--- config.mk ---
export PLATFORM = sky130hd
export DESIGN_NAME = painterengine_gpu_pixel_writeback
export DESIGN_NICKNAME = d
export VERILOG_FILES = /design/src/rtl/painterengine_gpu_pkg.sv /design/src/rtl/painterengine_gpu_sync_fifo.sv /design/src/rtl/painterengine_gpu_pixel_writeback.sv
export SDC_FILE = /design/constraint.sdc
export NUM_CORES = 2
export LEC_CHECK = 0
export BUFFER_PORTS_ARGS = -buffer_cell sky130_fd_sc_hd__buf_2
export CORE_MARGIN = 2
export CORE_UTILIZATION = 40
export CTS_CLUSTER_SIZE = 25
export DETAILED_ROUTE_END_ITERATION = 8
export PLACE_DENSITY = 0.58
export RECOVER_POWER = 25
export SLEW_MARGIN = 20
export SYNTH_ARGS = -nofsm -noshare
export SYNTH_HDL_FRONTEND = slang
export SYNTH_SLANG_ARGS = --single-unit
--- constraint.sdc ---
create_clock -name i_wire_clock -period 14.8 [get_ports i_wire_clock]
set_input_delay 2.22 -clock i_wire_clock [delete_from_list [all_inputs] [get_ports i_wire_clock]]
set_output_delay 2.22 -clock i_wire_clock [all_outputs]
set_load 0.005 [all_outputs]
--- src/rtl/painterengine_gpu_pkg.sv ---
// Shared types and helpers for the GPU pixel writeback path.
//   wb_state_e      : writeback job state (IDLE / RUN / DONE)
//   PIXEL_W         : packed ARGB8888 pixel width
//   BYTES_PER_PIXEL : framebuffer byte step between adjacent pixels
//   argb_pack       : {a,r,g,b} -> 32-bit pixel
//   argb_unpack     : 32-bit pixel -> a,r,g,b channels
package painterengine_gpu_pkg;

  localparam int PIXEL_W         = 32;
  localparam int BYTES_PER_PIXEL = 4;

  typedef enum logic [1:0] {
    ST_IDLE = 2'd0,
    ST_RUN  = 2'd1,
    ST_DONE = 2'd2
  } wb_state_e;

  function automatic logic [PIXEL_W-1:0] argb_pack(input logic [7:0] a, input logic [7:0] r,
                                                   input logic [7:0] g, input logic [7:0] b);
    return {a, r, g, b};
  endfunction

  function automatic void argb_unpack(input logic [PIXEL_W-1:0] p, output logic [7:0] a,
                                      output logic [7:0] r, output logic [7:0] g,
                                      output logic [7:0] b);
    {a, r, g, b} = p;
  endfunction

endpackage

--- src/rtl/painterengine_gpu_sync_fifo.sv ---
// Single-clock FIFO with simultaneous push/pop and occupancy count.
//   clk_i, rst_ni : clock, synchronous active-low reset (flushes pointers/count)
//   push_i/wdata_i: write request and data (ignored when full)
//   pop_i/rdata_o : read request (ignored when empty), head-of-queue data
//   full_o/empty_o/count_o : status, count_o is 0..DEPTH
module painterengine_gpu_sync_fifo #(
  parameter int WIDTH = 32,
  parameter int DEPTH = 16
) (
  input  logic                     clk_i,
  input  logic                     rst_ni,
  input  logic                     push_i,
  input  logic [WIDTH-1:0]         wdata_i,
  input  logic                     pop_i,
  output logic [WIDTH-1:0]         rdata_o,
  output logic                     full_o,
  output logic                     empty_o,
  output logic [$clog2(DEPTH):0]   count_o
);

  localparam int AW = $clog2(DEPTH);

  logic [WIDTH-1:0] mem_q [DEPTH];
  logic [AW-1:0]    wptr_q, rptr_q;
  logic [AW:0]      count_q;
  logic             do_push, do_pop;

  // Full is judged on the pre-pop count, so push+pop on a full FIFO is only a pop.
  assign do_push = push_i & ~full_o;
  assign do_pop  = pop_i & ~empty_o;

  always_ff @(posedge clk_i) begin
    if (!rst_ni) begin
      wptr_q  <= '0;
      rptr_q  <= '0;
      count_q <= '0;
    end else begin
      if (do_push) wptr_q <= wptr_q + 1'b1;
      if (do_pop)  rptr_q <= rptr_q + 1'b1;
      count_q <= count_q + (AW+1)'(do_push) - (AW+1)'(do_pop);
    end
  end

  always_ff @(posedge clk_i) begin
    if (do_push) mem_q[wptr_q] <= wdata_i;
  end

  assign rdata_o = mem_q[rptr_q];
  assign full_o  = (count_q == (AW+1)'(DEPTH));
  assign empty_o = (count_q == '0);
  assign count_o = count_q;

endmodule

--- src/rtl/painterengine_gpu_pixel_writeback.sv ---
// Buffers blended ARGB pixels and writes them row-major into a framebuffer
// rectangle over an Avalon-MM write master.
//   i_wire_clock/i_wire_resetn : clock, synchronous active-low reset
//   i_wire_start + geometry    : begin a job (base, width, height, byte stride)
//   i_wire_valid, a, r, g, b   : incoming pixel stream (no backpressure)
//   o_wire_busy/o_wire_done    : job running / one-cycle completion pulse
//   o_wire_almost_full         : upstream throttle, o_wire_overflow sticky drop flag
//   o_wire_mem_*               : Avalon write master (write/address/writedata/waitrequest)
//
// state | meaning
// IDLE  | waiting for start
// RUN   | accepting pixels and writing them out
// DONE  | one-cycle done pulse, then back to IDLE
module painterengine_gpu_pixel_writeback
  import painterengine_gpu_pkg::*;
#(
  parameter int ADDR_WIDTH  = 32,
  parameter int FIFO_DEPTH  = 16,
  parameter int AFULL_LEVEL = 12
) (
  input  logic                  i_wire_clock,
  input  logic                  i_wire_resetn,
  input  logic                  i_wire_start,
  input  logic [ADDR_WIDTH-1:0] i_wire_base_addr,
  input  logic [15:0]           i_wire_width,
  input  logic [15:0]           i_wire_height,
  input  logic [ADDR_WIDTH-1:0] i_wire_stride,
  input  logic                  i_wire_valid,
  input  logic [7:0]            a,
  input  logic [7:0]            r,
  input  logic [7:0]            g,
  input  logic [7:0]            b,
  output logic                  o_wire_busy,
  output logic                  o_wire_done,
  output logic                  o_wire_almost_full,
  output logic                  o_wire_overflow,
  output logic                  o_wire_mem_write,
  output logic [ADDR_WIDTH-1:0] o_wire_mem_address,
  output logic [31:0]           o_wire_mem_writedata,
  input  logic                  i_wire_mem_waitrequest
);

  localparam int CW = $clog2(FIFO_DEPTH) + 1;

  wb_state_e             state_q, state_d;
  logic [ADDR_WIDTH-1:0] row_base_q, row_base_d, stride_q, stride_d, addr_q, addr_d;
  logic [15:0]           width_q, width_d, x_q, x_d;
  logic [31:0]           total_q, total_d, accepted_q, accepted_d, written_q, written_d;
  logic                  ovf_q, ovf_d, af_q, af_d, write_q, write_d;
  logic [PIXEL_W-1:0]    wdata_q, wdata_d;

  logic                  fifo_full, fifo_empty;
  logic [CW-1:0]         fifo_count, count_nxt;
  logic [PIXEL_W-1:0]    fifo_rdata;

  logic                  run, accept, room, push, drop, load, x_last;
  logic [15:0]           x_adv, x_cur;
  logic [ADDR_WIDTH-1:0] rb_adv, rb_cur, pix_addr;

  assign run    = (state_q == ST_RUN);
  assign accept = write_q & ~i_wire_mem_waitrequest;
  assign room   = (accepted_q != total_q);
  assign push   = run & i_wire_valid & ~fifo_full & room;
  assign drop   = run & i_wire_valid & fifo_full & room;
  // Load a new pixel when the bus slot is free or is being freed this edge.
  assign load   = run & ~fifo_empty & (~write_q | accept);

  // x/row_base point at the pixel on the bus while write is up, else at the
  // next pixel to write; on an acceptance edge the advanced position is the
  // address of the pixel loaded back-to-back.
  assign x_last   = (x_q == width_q - 16'd1);
  assign x_adv    = x_last ? 16'd0 : x_q + 16'd1;
  assign rb_adv   = x_last ? row_base_q + stride_q : row_base_q;
  assign x_cur    = accept ? x_adv : x_q;
  assign rb_cur   = accept ? rb_adv : row_base_q;
  assign pix_addr = rb_cur + ADDR_WIDTH'(x_cur) * ADDR_WIDTH'(BYTES_PER_PIXEL);

  assign count_nxt = fifo_count + CW'(push) - CW'(load);

  painterengine_gpu_sync_fifo #(
    .WIDTH (PIXEL_W),
    .DEPTH (FIFO_DEPTH)
  ) u_fifo (
    .clk_i   (i_wire_clock),
    .rst_ni  (i_wire_resetn),
    .push_i  (push),
    .wdata_i (argb_pack(a, r, g, b)),
    .pop_i   (load),
    .rdata_o (fifo_rdata),
    .full_o  (fifo_full),
    .empty_o (fifo_empty),
    .count_o (fifo_count)
  );

  always_comb begin
    state_d    = state_q;
    row_base_d = row_base_q;
    stride_d   = stride_q;
    addr_d     = addr_q;
    width_d    = width_q;
    x_d        = x_q;
    total_d    = total_q;
    accepted_d = accepted_q;
    written_d  = written_q;
    ovf_d      = ovf_q;
    write_d    = write_q;
    wdata_d    = wdata_q;
    af_d       = (count_nxt >= CW'(AFULL_LEVEL));

    if (push) accepted_d = accepted_q + 32'd1;
    if (drop) ovf_d = 1'b1;
    if (accept) begin
      written_d  = written_q + 32'd1;
      x_d        = x_adv;
      row_base_d = rb_adv;
    end
    if (load) begin
      write_d = 1'b1;
      addr_d  = pix_addr;
      wdata_d = fifo_rdata;
    end else if (accept) begin
      write_d = 1'b0;
    end

    case (state_q)
      ST_IDLE: begin
        if (i_wire_start) begin
          row_base_d = i_wire_base_addr;
          stride_d   = i_wire_stride;
          width_d    = i_wire_width;
          total_d    = 32'(i_wire_width) * 32'(i_wire_height);
          x_d        = 16'd0;
          accepted_d = 32'd0;
          written_d  = 32'd0;
          ovf_d      = 1'b0;
          state_d    = (i_wire_width != 16'd0 && i_wire_height != 16'd0) ? ST_RUN : ST_DONE;
        end
      end
      ST_RUN:  if (written_q == total_q) state_d = ST_DONE;
      ST_DONE: state_d = ST_IDLE;
      default: state_d = ST_IDLE;
    endcase
  end

  always_ff @(posedge i_wire_clock) begin
    if (!i_wire_resetn) begin
      state_q    <= ST_IDLE;
      row_base_q <= '0;
      stride_q   <= '0;
      addr_q     <= '0;
      width_q    <= '0;
      x_q        <= '0;
      total_q    <= '0;
      accepted_q <= '0;
      written_q  <= '0;
      ovf_q      <= 1'b0;
      af_q       <= 1'b0;
      write_q    <= 1'b0;
      wdata_q    <= '0;
    end else begin
      state_q    <= state_d;
      row_base_q <= row_base_d;
      stride_q   <= stride_d;
      addr_q     <= addr_d;
      width_q    <= width_d;
      x_q        <= x_d;
      total_q    <= total_d;
      accepted_q <= accepted_d;
      written_q  <= written_d;
      ovf_q      <= ovf_d;
      af_q       <= af_d;
      write_q    <= write_d;
      wdata_q    <= wdata_d;
    end
  end

  assign o_wire_busy          = run;
  assign o_wire_done          = (state_q == ST_DONE);
  assign o_wire_almost_full   = af_q;
  assign o_wire_overflow      = ovf_q;
  assign o_wire_mem_write     = write_q;
  assign o_wire_mem_address   = addr_q;
  assign o_wire_mem_writedata = wdata_q;

endmodule
==> impl_metrics.py <==
metrics = {
    "status": {
        "status": "finished clean",
    },
    "power_and_ir_drop": {
        "p_leak_nw": 18.0,
        "vdd_drop_max_uv": 287,
        "power_mw": 7.82,
        "power_density_mw_per_mm2": 163,
    },
    "global_routing": {
        "antenna_found_initial": 6,
        "track_usage_pct": 20.5,
        "grt_overflow": 0,
        "grt_pass1_vias": 28744,
        "grt_max_degree": 100,
        "grt_pass1_wl_um": 171000,
    },
    "worst_setup_path": {
        "cp_max_fo": 18,
        "path_cells": "buf_2, nand2_1, fa_1, inv_1, fa_1, fa_1, fa_1, fa_1, inv_1, fa_1, inv_1, ha_1, nand3_1, nor2_1, or4b_2, nand2_1, a211oi_1, o41ai_1, a31oi_1, xnor2_1, a21oi_1",
        "crit_path_end_kind": "flop",
        "slowest_stage": "or4b_2",
        "critPathRequiredTime_ns": 15.29,
        "r2r_cells": 22,
        "start_kind": "input pin",
        "cpPeakStageDelay_ns": 0.62,
        "critPathBufInv": 4,
        "crit_type": "input pin to flop",
        "arrival_ns": 8.61,
        "cp_num_cells": 21,
        "cp_top_family": "adder cells",
        "path_common_cell": "fa_1",
    },
    "floorplan": {
        "start_util_pct": 40.4,
        "die_area_mm2": 0.109,
        "io_pins": 202,
        "chipWidth_um": 331,
        "core_area_mm2": 0.106,
        "die_h_um": 331,
        "rows": 119,
    },
    "job": {
        "max_cap_viol_count": 0,
    },
    "clock_network": {
        "ctsResizeCount": 0,
        "clk_latency_ns": 0.65,
        "post-cts-setup-buffers": 0,
        "cts_tree": "done",
        "cts_buffers": 79,
        "ctsLongestPathBuffers": 3,
        "clkSinkCount": 786,
        "htree_levels": 3,
        "clk_pin_slew_ns": 0.06,
        "hold_buffers": 0,
        "clockRootBuffer": "clkbuf_16",
    },
    "layout": {
        "nFillCells": 9722,
        "syn_to_final_growth_pct": 12.4,
        "final_area_mm2": 0.0480,
        "final_cell_count_no_fill": 5224,
        "post-route-util_pct": 45.4,
        "fin_nets": 4267,
        "final_common_cell": "edfxtp_1",
        "drive_gt1_share_pct": 14.2,
        "layout_common_cells": "512 x edfxtp_1, 477 x nand2_1, 276 x inv_1, 270 x dfxtp_1, 221 x a21oi_1",
    },
    "place": {
        "gp_congestion": 0.889,
        "dp_cells": 5076,
        "portBuffers": 201,
        "post-place-ws_ns": 6.03,
        "dpl.hpwl_um": 73000,
        "place_area_mm2": 0.0452,
    },
    "detailed_routing": {
        "routed_wl_um": 111000,
        "ant_nets": 0,
        "num_vias": 28318,
        "via_per_inst": 5.42,
        "wl_per_cell_um": 21.3,
        "drt_iter0_markers": 2118,
        "drc": 0,
        "dr.pass1.iters": 5,
    },
    "sta": {
        "setup_slack_ns": 6.68,
        "hold_viol": 0,
        "setup_violations": 0,
        "fin_tns_setup_ns": 0,
        "fmax_ghz": 0.123,
        "fin_hold_ws_ns": 0.451,
        "rsz0062_at_grt": "false",
        "fin_crit_sh_pct": 54.9,
        "tightest_slew_ns": 1.03,
        "skew_ns": 0.0360,
        "report.final.slew_viol_count": 0,
        "finalCriticalPeriod_ns": 8.12,
        "relSlewSlack_pct": 31.1,
    },
    "logic_synthesis": {
        "synth-edff-count": 512,
        "syn_avg_cell_area_um2": 11.8,
        "synth_async_sr_flop_share_pct": 0,
        "synth_cell_types": 81,
        "ys_warn_count": 0,
        "synthesis.nets": 4128,
        "ys_seq_area_share_pct": 48.9,
        "synthCells": 3628,
        "ys_ff_latch": 786,
        "synth_ff_type": "edfxtp_1",
        "synth_area_mm2": 0.0427,
    },
    "hold_path": {
        "hold_depth": 2,
        "hold_path.class": "flop to flop",
    },
}
## sequential cells by signal (all words and copies together) (netlist names), 5 cells and up
register / cells
width_q: 16
written_q: 32
accepted_q: 32
o_wire_mem_writedata: 32
stride_q: 32
o_wire_mem_address: 32
u_fifo.count_o: 5
total_q: 32
u_fifo.mem_q: 512
row_base_q: 32
x_q: 16
## kinds of logic (layout without fill, tap and decap cells)
kind of cell	Yosys count	count (layout)	share of synthesized area (%)
and+or+nand+nor	1144	1144	12.6
DFF	786	786	48.9
AOI/OAI and AO/OA	473	473	6.80
buffers and inverters	456	660	4.04
adders and majority gates	367	367	14.2
xor gates and xnor gates	219	219	4.49
muxes	183	183	8.99
other	0	1	0
## final timing paths
path / start / to / slack, ns
max: i_wire_width[8] / total_q[31]$_SDFFE_PN0P_ / 6.68
min: o_wire_mem_writedata[27]$_SDFFE_PN0P_ / o_wire_mem_writedata[27]$_SDFFE_PN0P_ / 0.45
max reg2reg: width_q[0]$_SDFFE_PN0P_ / o_wire_mem_address[29]$_SDFFE_PN0P_ / 7.87
min reg2reg: o_wire_mem_writedata[27]$_SDFFE_PN0P_ / o_wire_mem_writedata[27]$_SDFFE_PN0P_ / 0.45
## per-layer routing
layer | track usage, % | up-vias | routed length [um]
met5 | 0 | - | 52
li1 | - | 13076 | -
met3 | 2.87 | 146 | 5110
met4 | 5.02 | 10 | 2470
met1 | 27.4 | 14408 | 48300
met2 | 35.2 | 678 | 55200
## final cells by class
class	instances	area (um^2)	area share (%)
Antenna cell	1	2.50	0.00522
Clock buffer	100	2170	4.52
Clock inverter	46	648	1.35
Inverter	278	1050	2.19
Multi-Input combinational cell	2386	20200	42.2
Sequential cell	786	20900	43.5
Tap cell	1391	1740	3.63
Timing Repair Buffer	236	1250	2.62
## cell usage after synthesis (66+ instances only)
| cell type | instances | area share, % |
|---|---|---|
| edfxtp_1 | 512 | 36 |
| nand2_1 | 479 | 4.2 |
| inv_1 | 277 | 2.4 |
| dfxtp_1 | 274 | 13 |
| a21oi_1 | 221 | 2.6 |
| nor2_1 | 214 | 1.9 |
| fa_1 | 198 | 9.3 |
| ha_1 | 169 | 5.0 |
| mux4_2 | 160 | 8.4 |
| clkbuf_1 | 149 | 1.3 |
| and2_1 | 124 | 1.8 |
| xnor2_1 | 113 | 2.3 |
| xor2_1 | 106 | 2.2 |
| o21ai_0 | 80 | 0.94 |
| nand3_1 | 66 | 0.77 |
## worst reg2reg max path, cell delays in order (launching register included)
cell       delay [ns]
dfxtp_1          0.37
inv_1            0.08
ha_1             0.26
or4b_1           0.59
nor4_4           0.23
a211oi_1         0.12
or3b_1           0.39
a211oi_1         0.40
nand2_1          0.61
nor3_1           0.36
a21oi_1          0.12
inv_1            0.09
ha_1             0.23
a21o_1           0.16
a21oi_1          0.23
o21bai_1         0.11
a2111oi_0        0.85
nor3_1           0.23
o31ai_1          0.52
a21o_1           0.27
a21oi_1          0.14
a311o_1          0.42
o311ai_2         0.07
## power by group
part | switching (mW) | total [mW] | internal (mW)
Combinational | 1.83 | 3.17 | 1.34
Sequential | 0.0828 | 2.50 | 2.42
Clock | 0.883 | 2.14 | 1.26
Total | 2.79 | 7.82 | 5.03
Note: power is estimated with default switching activity, not from simulation.
